===== src/rtl/uart_rx_seq.sv =====
// uart_rx_seq: receive-side sequencer for the UART datapath.
//   A start_stb_i strobe (line fell 1->0) opens a frame. The baud counter times each bit
//   and rxd_i is sampled at mid-bit. The frame is start, DATA_BITS data bits (LSB first),
//   an optional parity bit and one stop bit. The result is reported by one registered
//   single-cycle pulse: rx_valid_o (good byte), frame_err_o or parity_err_o.
// Configuration macro: UART_RX_PARITY_EN adds an even-parity bit between the data and
//   the stop bit, and drives parity_err_o. When the macro is undefined, parity_err_o is
//   tied to 0.
// Ports:
//   clk           system clock
//   rst           synchronous reset, active-high
//   rxd_i         serial line, already synchronised to clk; idle = 1
//   start_stb_i   1-cycle pulse on a 1->0 line transition
//   rx_data_o     last good byte; updated only together with rx_valid_o
//   rx_valid_o    1-cycle pulse: rx_data_o holds a new good byte
//   frame_err_o   1-cycle pulse: stop bit sampled as 0
//   busy_o        high whenever the sequencer is not idle
//   parity_err_o  1-cycle pulse: parity mismatch (parity builds only)
module uart_rx_seq #(
  parameter int unsigned CLK_DIV   = 868,
  parameter int unsigned DATA_BITS = 8
) (
  input  logic                 clk,
  input  logic                 rst,
  input  logic                 rxd_i,
  input  logic                 start_stb_i,
  output logic [DATA_BITS-1:0] rx_data_o,
  output logic                 rx_valid_o,
  output logic                 frame_err_o,
  output logic                 busy_o,
  output logic                 parity_err_o
);

  localparam int unsigned CntW = $clog2(CLK_DIV);
  localparam int unsigned BitW = $clog2(DATA_BITS);
  localparam int unsigned Half = CLK_DIV / 2;

  localparam logic [CntW-1:0] CntHalfLast = CntW'(Half - 1);
  localparam logic [CntW-1:0] CntBitLast  = CntW'(CLK_DIV - 1);
  localparam logic [BitW-1:0] BitLast     = BitW'(DATA_BITS - 1);

`ifdef UART_RX_PARITY_EN
  typedef enum logic [2:0] {StIdle, StStart, StData, StParity, StStop} state_e;
`else
  typedef enum logic [1:0] {StIdle, StStart, StData, StStop} state_e;
`endif

  state_e               state_q, state_d;
  logic [CntW-1:0]      cnt_q, cnt_d;
  logic [BitW-1:0]      bit_q, bit_d;
  logic [DATA_BITS-1:0] shift_q, shift_d;
  logic [DATA_BITS-1:0] data_q, data_d;
  logic                 valid_q, valid_d;
  logic                 ferr_q, ferr_d;
  logic                 cnt_last;

`ifdef UART_RX_PARITY_EN
  logic par_q, par_d;
  logic perr_q, perr_d;
`endif

  assign cnt_last = (cnt_q == CntBitLast);

  always_comb begin
    state_d = state_q;
    cnt_d   = cnt_last ? '0 : cnt_q + 1'b1;
    bit_d   = bit_q;
    shift_d = shift_q;
    data_d  = data_q;
    valid_d = 1'b0;
    ferr_d  = 1'b0;
`ifdef UART_RX_PARITY_EN
    par_d   = par_q;
    perr_d  = 1'b0;
`endif
    unique case (state_q)
      StIdle: begin
        // Holding the counter at 0 means it is already cleared on entry to StStart.
        cnt_d = '0;
        bit_d = '0;
        if (start_stb_i) state_d = StStart;
      end
      StStart: begin
        if (cnt_q == CntHalfLast) begin
          cnt_d   = '0;
          // A line that is high again at mid-start was a glitch: drop it silently.
          state_d = rxd_i ? StIdle : StData;
        end
      end
      StData: begin
        if (cnt_last) begin
          shift_d = {rxd_i, shift_q[DATA_BITS-1:1]};
          if (bit_q == BitLast) begin
            bit_d   = '0;
`ifdef UART_RX_PARITY_EN
            state_d = StParity;
`else
            state_d = StStop;
`endif
          end else begin
            bit_d = bit_q + 1'b1;
          end
        end
      end
`ifdef UART_RX_PARITY_EN
      StParity: begin
        if (cnt_last) begin
          par_d   = rxd_i;
          state_d = StStop;
        end
      end
`endif
      StStop: begin
        if (cnt_last) begin
          state_d = StIdle;
          if (!rxd_i) begin
            ferr_d = 1'b1;
`ifdef UART_RX_PARITY_EN
          end else if (par_q != ^shift_q) begin
            perr_d = 1'b1;
`endif
          end else begin
            valid_d = 1'b1;
            data_d  = shift_q;
          end
        end
      end
      default: state_d = StIdle;
    endcase
  end

  always_ff @(posedge clk) begin
    if (rst) begin
      state_q <= StIdle;
      cnt_q   <= '0;
      bit_q   <= '0;
      shift_q <= '0;
      data_q  <= '0;
      valid_q <= 1'b0;
      ferr_q  <= 1'b0;
`ifdef UART_RX_PARITY_EN
      par_q   <= 1'b0;
      perr_q  <= 1'b0;
`endif
    end else begin
      state_q <= state_d;
      cnt_q   <= cnt_d;
      bit_q   <= bit_d;
      shift_q <= shift_d;
      data_q  <= data_d;
      valid_q <= valid_d;
      ferr_q  <= ferr_d;
`ifdef UART_RX_PARITY_EN
      par_q   <= par_d;
      perr_q  <= perr_d;
`endif
    end
  end

  assign rx_data_o   = data_q;
  assign rx_valid_o  = valid_q;
  assign frame_err_o = ferr_q;
  assign busy_o      = (state_q != StIdle);
`ifdef UART_RX_PARITY_EN
  assign parity_err_o = perr_q;
`else
  assign parity_err_o = 1'b0;
`endif

endmodule

===== config.mk =====
export PLATFORM = sky130hd
export DESIGN_NAME = uart_rx_seq
export DESIGN_NICKNAME = d
export VERILOG_FILES = /design/src/rtl/uart_rx_seq.sv
export SDC_FILE = /design/constraint.sdc
export NUM_CORES = 1
export LEC_CHECK = 0
export CORE_MARGIN = 10
export CORE_UTILIZATION = 48
export CTS_CLUSTER_SIZE = 24
export DETAILED_ROUTE_END_ITERATION = 10
export PLACE_DENSITY = 0.73
export RECOVER_POWER = 25
export SYNTH_ARGS = -nofsm -noshare
export SYNTH_HDL_FRONTEND = slang
export SYNTH_SLANG_ARGS = --single-unit

===== constraint.sdc =====
create_clock -name clk -period 1.7 [get_ports clk]
set_input_delay 0.17 -clock clk [delete_from_list [all_inputs] [get_ports clk]]
set_output_delay 0.17 -clock clk [all_outputs]
set_load 0.03 [all_outputs]

=== Word level (Yosys, flattened, before mapping) ===
Index checks and enable logic that the tools add are counted.

* Add/subtract/negate cells: 2
* Equality and inequality tests: 11
* Multiplexer cells: 15
* Bitwise operators: 2
* Reductions and logical operators: 8

{| class="wikitable"
|+ Operator list
! kind !! number
|-
| $mux 10 || 2
|-
| $pmux 10 s2 || 1
|-
| $mux 2 || 6
|-
| $add 10x1->10 const B || 1
|-
| $eq 10x10->1 const B || 1
|-
| $eq 10x9->1 const B || 1
|-
| $ne 2x2->1 const B || 5
|-
| $pmux 2 s4 || 1
|-
| $mux 3 || 2
|-
| $pmux 3 s2 || 1
|-
| $reduce_and 5->1 || 1
|-
| $eq 2x2->1 const B || 2
|-
| $reduce_and 2->1 || 2
|-
| $reduce_bool 2->1 || 2
|-
| $add 3x1->3 const B || 1
|-
| $eq 3x3->1 const B || 1
|-
| $reduce_and 3->1 || 1
|-
| $reduce_or 3->1 || 1
|-
| $eq 2x1->1 const B || 1
|-
| $logic_not 2->1 || 1
|-
| $mux 1 || 2
|-
| $not 1->1 || 2
|}

* Bits in registers: 33
* Input bits: 4
* Output and inout bits: 12
* Word-level logic and storage cells: 45

=== Depth between registers and ports, before layout ===
* Depth in word-level cells: 4
* Mapped depth: 6
* Gate-level depth less buffers: 6

=== Worst setup path after synthesis ===
No wires, ideal clock.

* Kind: reg2reg
* Start: reg cnt_q[0]
* End: reg bit_q[2]
* Library setup time: 0.075 ns
* Arrival: 1.581 ns
* Data required time: 1.625 ns
* Slack: 0.044 ns
* Cell stages (with the launch flop): 6
* Path buffers: 0
* Clock period less this slack: 1.656 ns
* Cell sequence: dfxtp_1 > ha_1 > and4_1 > nand3_4 > or4b_1 > a31oi_1

* Cells in the longest elaborated chain, start to end: 3

{| class="wikitable"
|+ Ends and longest elaborated chain
! what !! line !! source
|-
| from (decl) || 49 || <nowiki>logic [CntW-1:0] cnt_q, cnt_d;</nowiki>
|-
| from (signal assigned) || 147 || <nowiki>cnt_q <= cnt_d;</nowiki>
|-
| $eq 10x10->1 || 62 || <nowiki>assign cnt_last = (cnt_q == CntBitLast);</nowiki>
|-
| $ne 2x2->1 (no line) || -- ||
|-
| $reduce_and 2->1 (no line) || -- ||
|-
| to (signal assigned) || 148 || <nowiki>bit_q <= bit_d;</nowiki>
|-
| to (decl) || 50 || <nowiki>logic [BitW-1:0] bit_q, bit_d;</nowiki>
|}

No other way between the ends.
A chain may end at the register's enable or synchronous reset.

=== Worst setup path after layout ===
* Start: reg cnt_q[1]
* End: reg bit_q[2]

The elaborated chain is that of the path after synthesis.

==> impl_metrics.csv <==
group,metric,value,unit
sta,rsz0062_at_grt,"false",
min_path,hp-start,"rst",
setup_path,timing.rr.end,"bit_q[2]$_SDFFE_PP0P_",
synthesis,yosys.cell_count.top_type,"dfxtp_1",
final_layout,drive_gt1_share,11.38,%
setup_path,endpoint,"bit_q[2]$_SDFFE_PP0P_",
pwr,p_clk_share,41.9,%
clock_network,cts_max_path_buffers,2,
clock_network,clk_pin_slew,0.09,ns
pwr,power.density,855.2,nW/um^2
final_layout,finalNetCount,174,
synthesis,ys_seq_elements,33,
drt,dr.pass1.iters,4,
global_route,grt_max_degree,22,
synthesis,synth_compound_area_share,3.071,%
synthesis,synth_edf_count,0,
final_layout,final_cells,198,
pwr,power_frac_comb,4.0,%
clock_network,cts-buffers-inserted,5,
pwr,leakage,0.6769,nW
setup_path,r2r-start,"cnt_q[1]$_SDFF_PP0_",
final_layout,seqCellArea,661.9,sq um
setup_path,crit_start,"cnt_q[1]$_SDFF_PP0_",
clock_network,clkLatencyLatePin,0.33,ns
sta,finClkSkew,0.01016,ns
clock_network,clock-root-buffer,"clkbuf_4",
global_route,grt_overflow,0,
setup_path,setup.worst_path.start_class,"flop",
sta,setup_tns,0,ns
pwr,p_switching,0.2909,mW
drt,routed_wl,2573,um
synthesis,avgSynthCellArea,9.686,sq um
floorplan,start_util,50.23,%
synthesis,syn_area,1385,sq um
synthesis,synth_nets,151,
place,dp.cells,189,
final_layout,multi_input_area,684.4,sq um
global_route,track_usage,10.41,%
synthesis,post-synth-top-area-fraction,47.70,%
drt,ant_nets,0,
place,dp_hpwl,1878,um
synthesis,synth_common_cells,"dfxtp_1 (33), nor2_1 (29), mux2i_1 (18)",
floorplan,placementRows,19,
synthesis,synthMuxAreaShare,13.01,%
drt,post_drt_wl_per_cell,12.99,um
synthesis,synth_top_family_by_area,"simple AND/OR/NAND/NOR gates",
synthesis,synthAdderAreaFrac,3.613,%
synthesis,synth_top_cell_by_area,"dfxtp_1",
pwr,swShare,20.17,%
sta,fmax,631.2,MHz
floorplan,design.core.area,2758,sq um
synthesis,synth_flop_cell,"dfxtp_1",
synthesis,ys_types,33,
sta,whs,0.4461,ns
global_route,grt_pass1_vias,1043,
setup_path,endpoint_kind,"flop",
min_path,holdCritPathClass,"primary input to flop",
sta,setup_viol,0,
drt,drc,0,
drt,viasPerCell,5.369,
synthesis,synth-xor-area-share,5.059,%
sta,min_period,1.584,ns
setup_path,cp.required,1.96,ns
global_route,antenna_found_initial,0,
synthesis,postSynthCellCount,143,
final_layout,fill_cells,256,
synthesis,yosysSeqAreaShare,47.70,%
clock_network,htree_levels,2,
pwr,ir_drop,0.0007340,V
sta,hold_viol,0,
final_layout,insertedDiodeCount,0,
clock_network,cts_tree,"yes",
setup_path,arrival,1.84,ns
final_layout,area_delta_synth_final,21.77,%
synthesis,synth-async-reset-ratio,0,%
floorplan,die_h,73.72,um
floorplan,ios,16,
global_route,grt_pass1_wl,4485,um
pwr,seq_power_share,54.0,%
floorplan,die-area,5434,sq um
drt,num_vias,1063,
sta,report.final.slew_viol_count,0,
setup_path,rr_worst_depth,5,
sta,finalCritPeriodShare,93.20,%
pwr,intPower,1.151,mW
clock_network,cts_sinks,33,
run_status,status,"finished clean",
synthesis,yosys_warnings,0,
synthesis,synthSimpleGateAreaFrac,24.39,%
run,cap_violations,0,
place,portBuffers,14,
floorplan,die_x,73.72,um
setup_path,crit_type,"flop to flop",
setup_path,regToRegSetupSlack,0.12,ns
place,place_congestion,0.8518,
synthesis,synth_area_leaders,"dfxtp_1 (48%), mux2i_1 (13%), nor2_1 (7.9%)",
drt,drt_first_iter_violations,49,
setup_path,crit_fanout,4,
-- critical path: stages (launching register included) --
cell	delay, ns
dfxtp_2	0.36
ha_1	0.16
and4_1	0.26
nand3_4	0.08
or4b_1	0.50
a31oi_1	0.16
-- power groups by stage --
| stage | Clock, mW | Sequential (mW) | Combinational [mW] |
|---|---|---|---|
| floorplan | 0 | 0.797 | 0.0338 |
| global placement | 0 | 0.797 | 0.0563 |
| detailed placement | 0 | 0.797 | 0.0575 |
| CTS | 0.624 | 0.779 | 0.0563 |
| global route | 0.654 | 0.781 | 0.0649 |
| finish | 0.605 | 0.779 | 0.0580 |
-- sequential cells by signal, summed over array words and instances (netlist names), named ones only --
signal	cells
rx_valid_o	1
cnt_q	10
rx_data_o	8
shift_q	8
state_q	1
bit_q	3
frame_err_o	1
-- cell type report --
cell class	count	area share (%)
Inverter	3	0.6677
Clock buffer	7	3.264
Tap cell	31	2.300
Timing Repair Buffer	22	12.17
Sequential cell	33	39.24
Clock inverter	1	1.780
Multi-Input combinational cell	101	40.58
-- layout by cell type, fill, tap and decap left out, types with 3 or more instances in the layout --
master | netlist | final
dfxtp_1 | 33 | 32
clkbuf_4 | 0 | 5
ha_1 | 4 | 4
xnor2_1 | 3 | 3
nand2_1 | 7 | 7
xor2_1 | 5 | 5
mux2i_1 | 18 | 18
buf_4 | 1 | 5
nor2_1 | 29 | 29
clkdlybuf4s50_1 | 0 | 13
nand3_1 | 6 | 6
inv_1 | 3 | 3
nand4_1 | 3 | 3
and4_1 | 4 | 4
-- through the flow --
stage	setup slack, ns	area (sq um)	util [%]	total power, mW
2_1_floorplan	0.04425	1385	-	0.8311
3_3_place_gp	0.1455	1600	58.03	0.8534
3_5_place_dp	0.08502	1600	58.03	0.8547
4_1_cts	0.06227	1684	61.07	1.460
5_1_grt	0.01172	1687	61.16	1.499
6_report	0.1157	1687	61.16	1.442
-- worst min path at each step --
| stage | slack [ns] | cells after the start | end |
|---|---|---|---|
| floorplan | 0.25 | 1 | frame_err_o$_SDFF_PP0_ |
| global placement | 0.47 | 2 | rx_data_o[2]$_SDFFE_PP0P_ |
| detailed placement | 0.49 | 2 | rx_data_o[0]$_SDFFE_PP0P_ |
| CTS | 0.44 | 2 | flop |
| global route | 0.45 | 2 | flop |
| finish | 0.45 | 2 | flop |
-- per-layer routing --
layer,vias to the layer above,GRT usage (%),wire length [um]
li1,533,-,-
met1,510,10.63,1034
met2,14,17.42,1336
met3,6,4.711,148
met4,0,5.383,53
met5,-,0,0
-- kinds of logic after synthesis --
logic type,after synthesis
compound gates,7
xor+xnor,8
fa+ha+maj,4
buf+inv,9
flops,33
mux,18
other cells,1
simple gates,63
-- timing repair --
item                                    in CTS  in global routing
buffers inserted                             0                  1
pin swaps                                    0                  1
gates resized for setup                      1                  2
hold buffers                                 0                  0
endpoints found under the setup margin       1                 13
No activity file was read; power rests on OpenSTA's default activity.
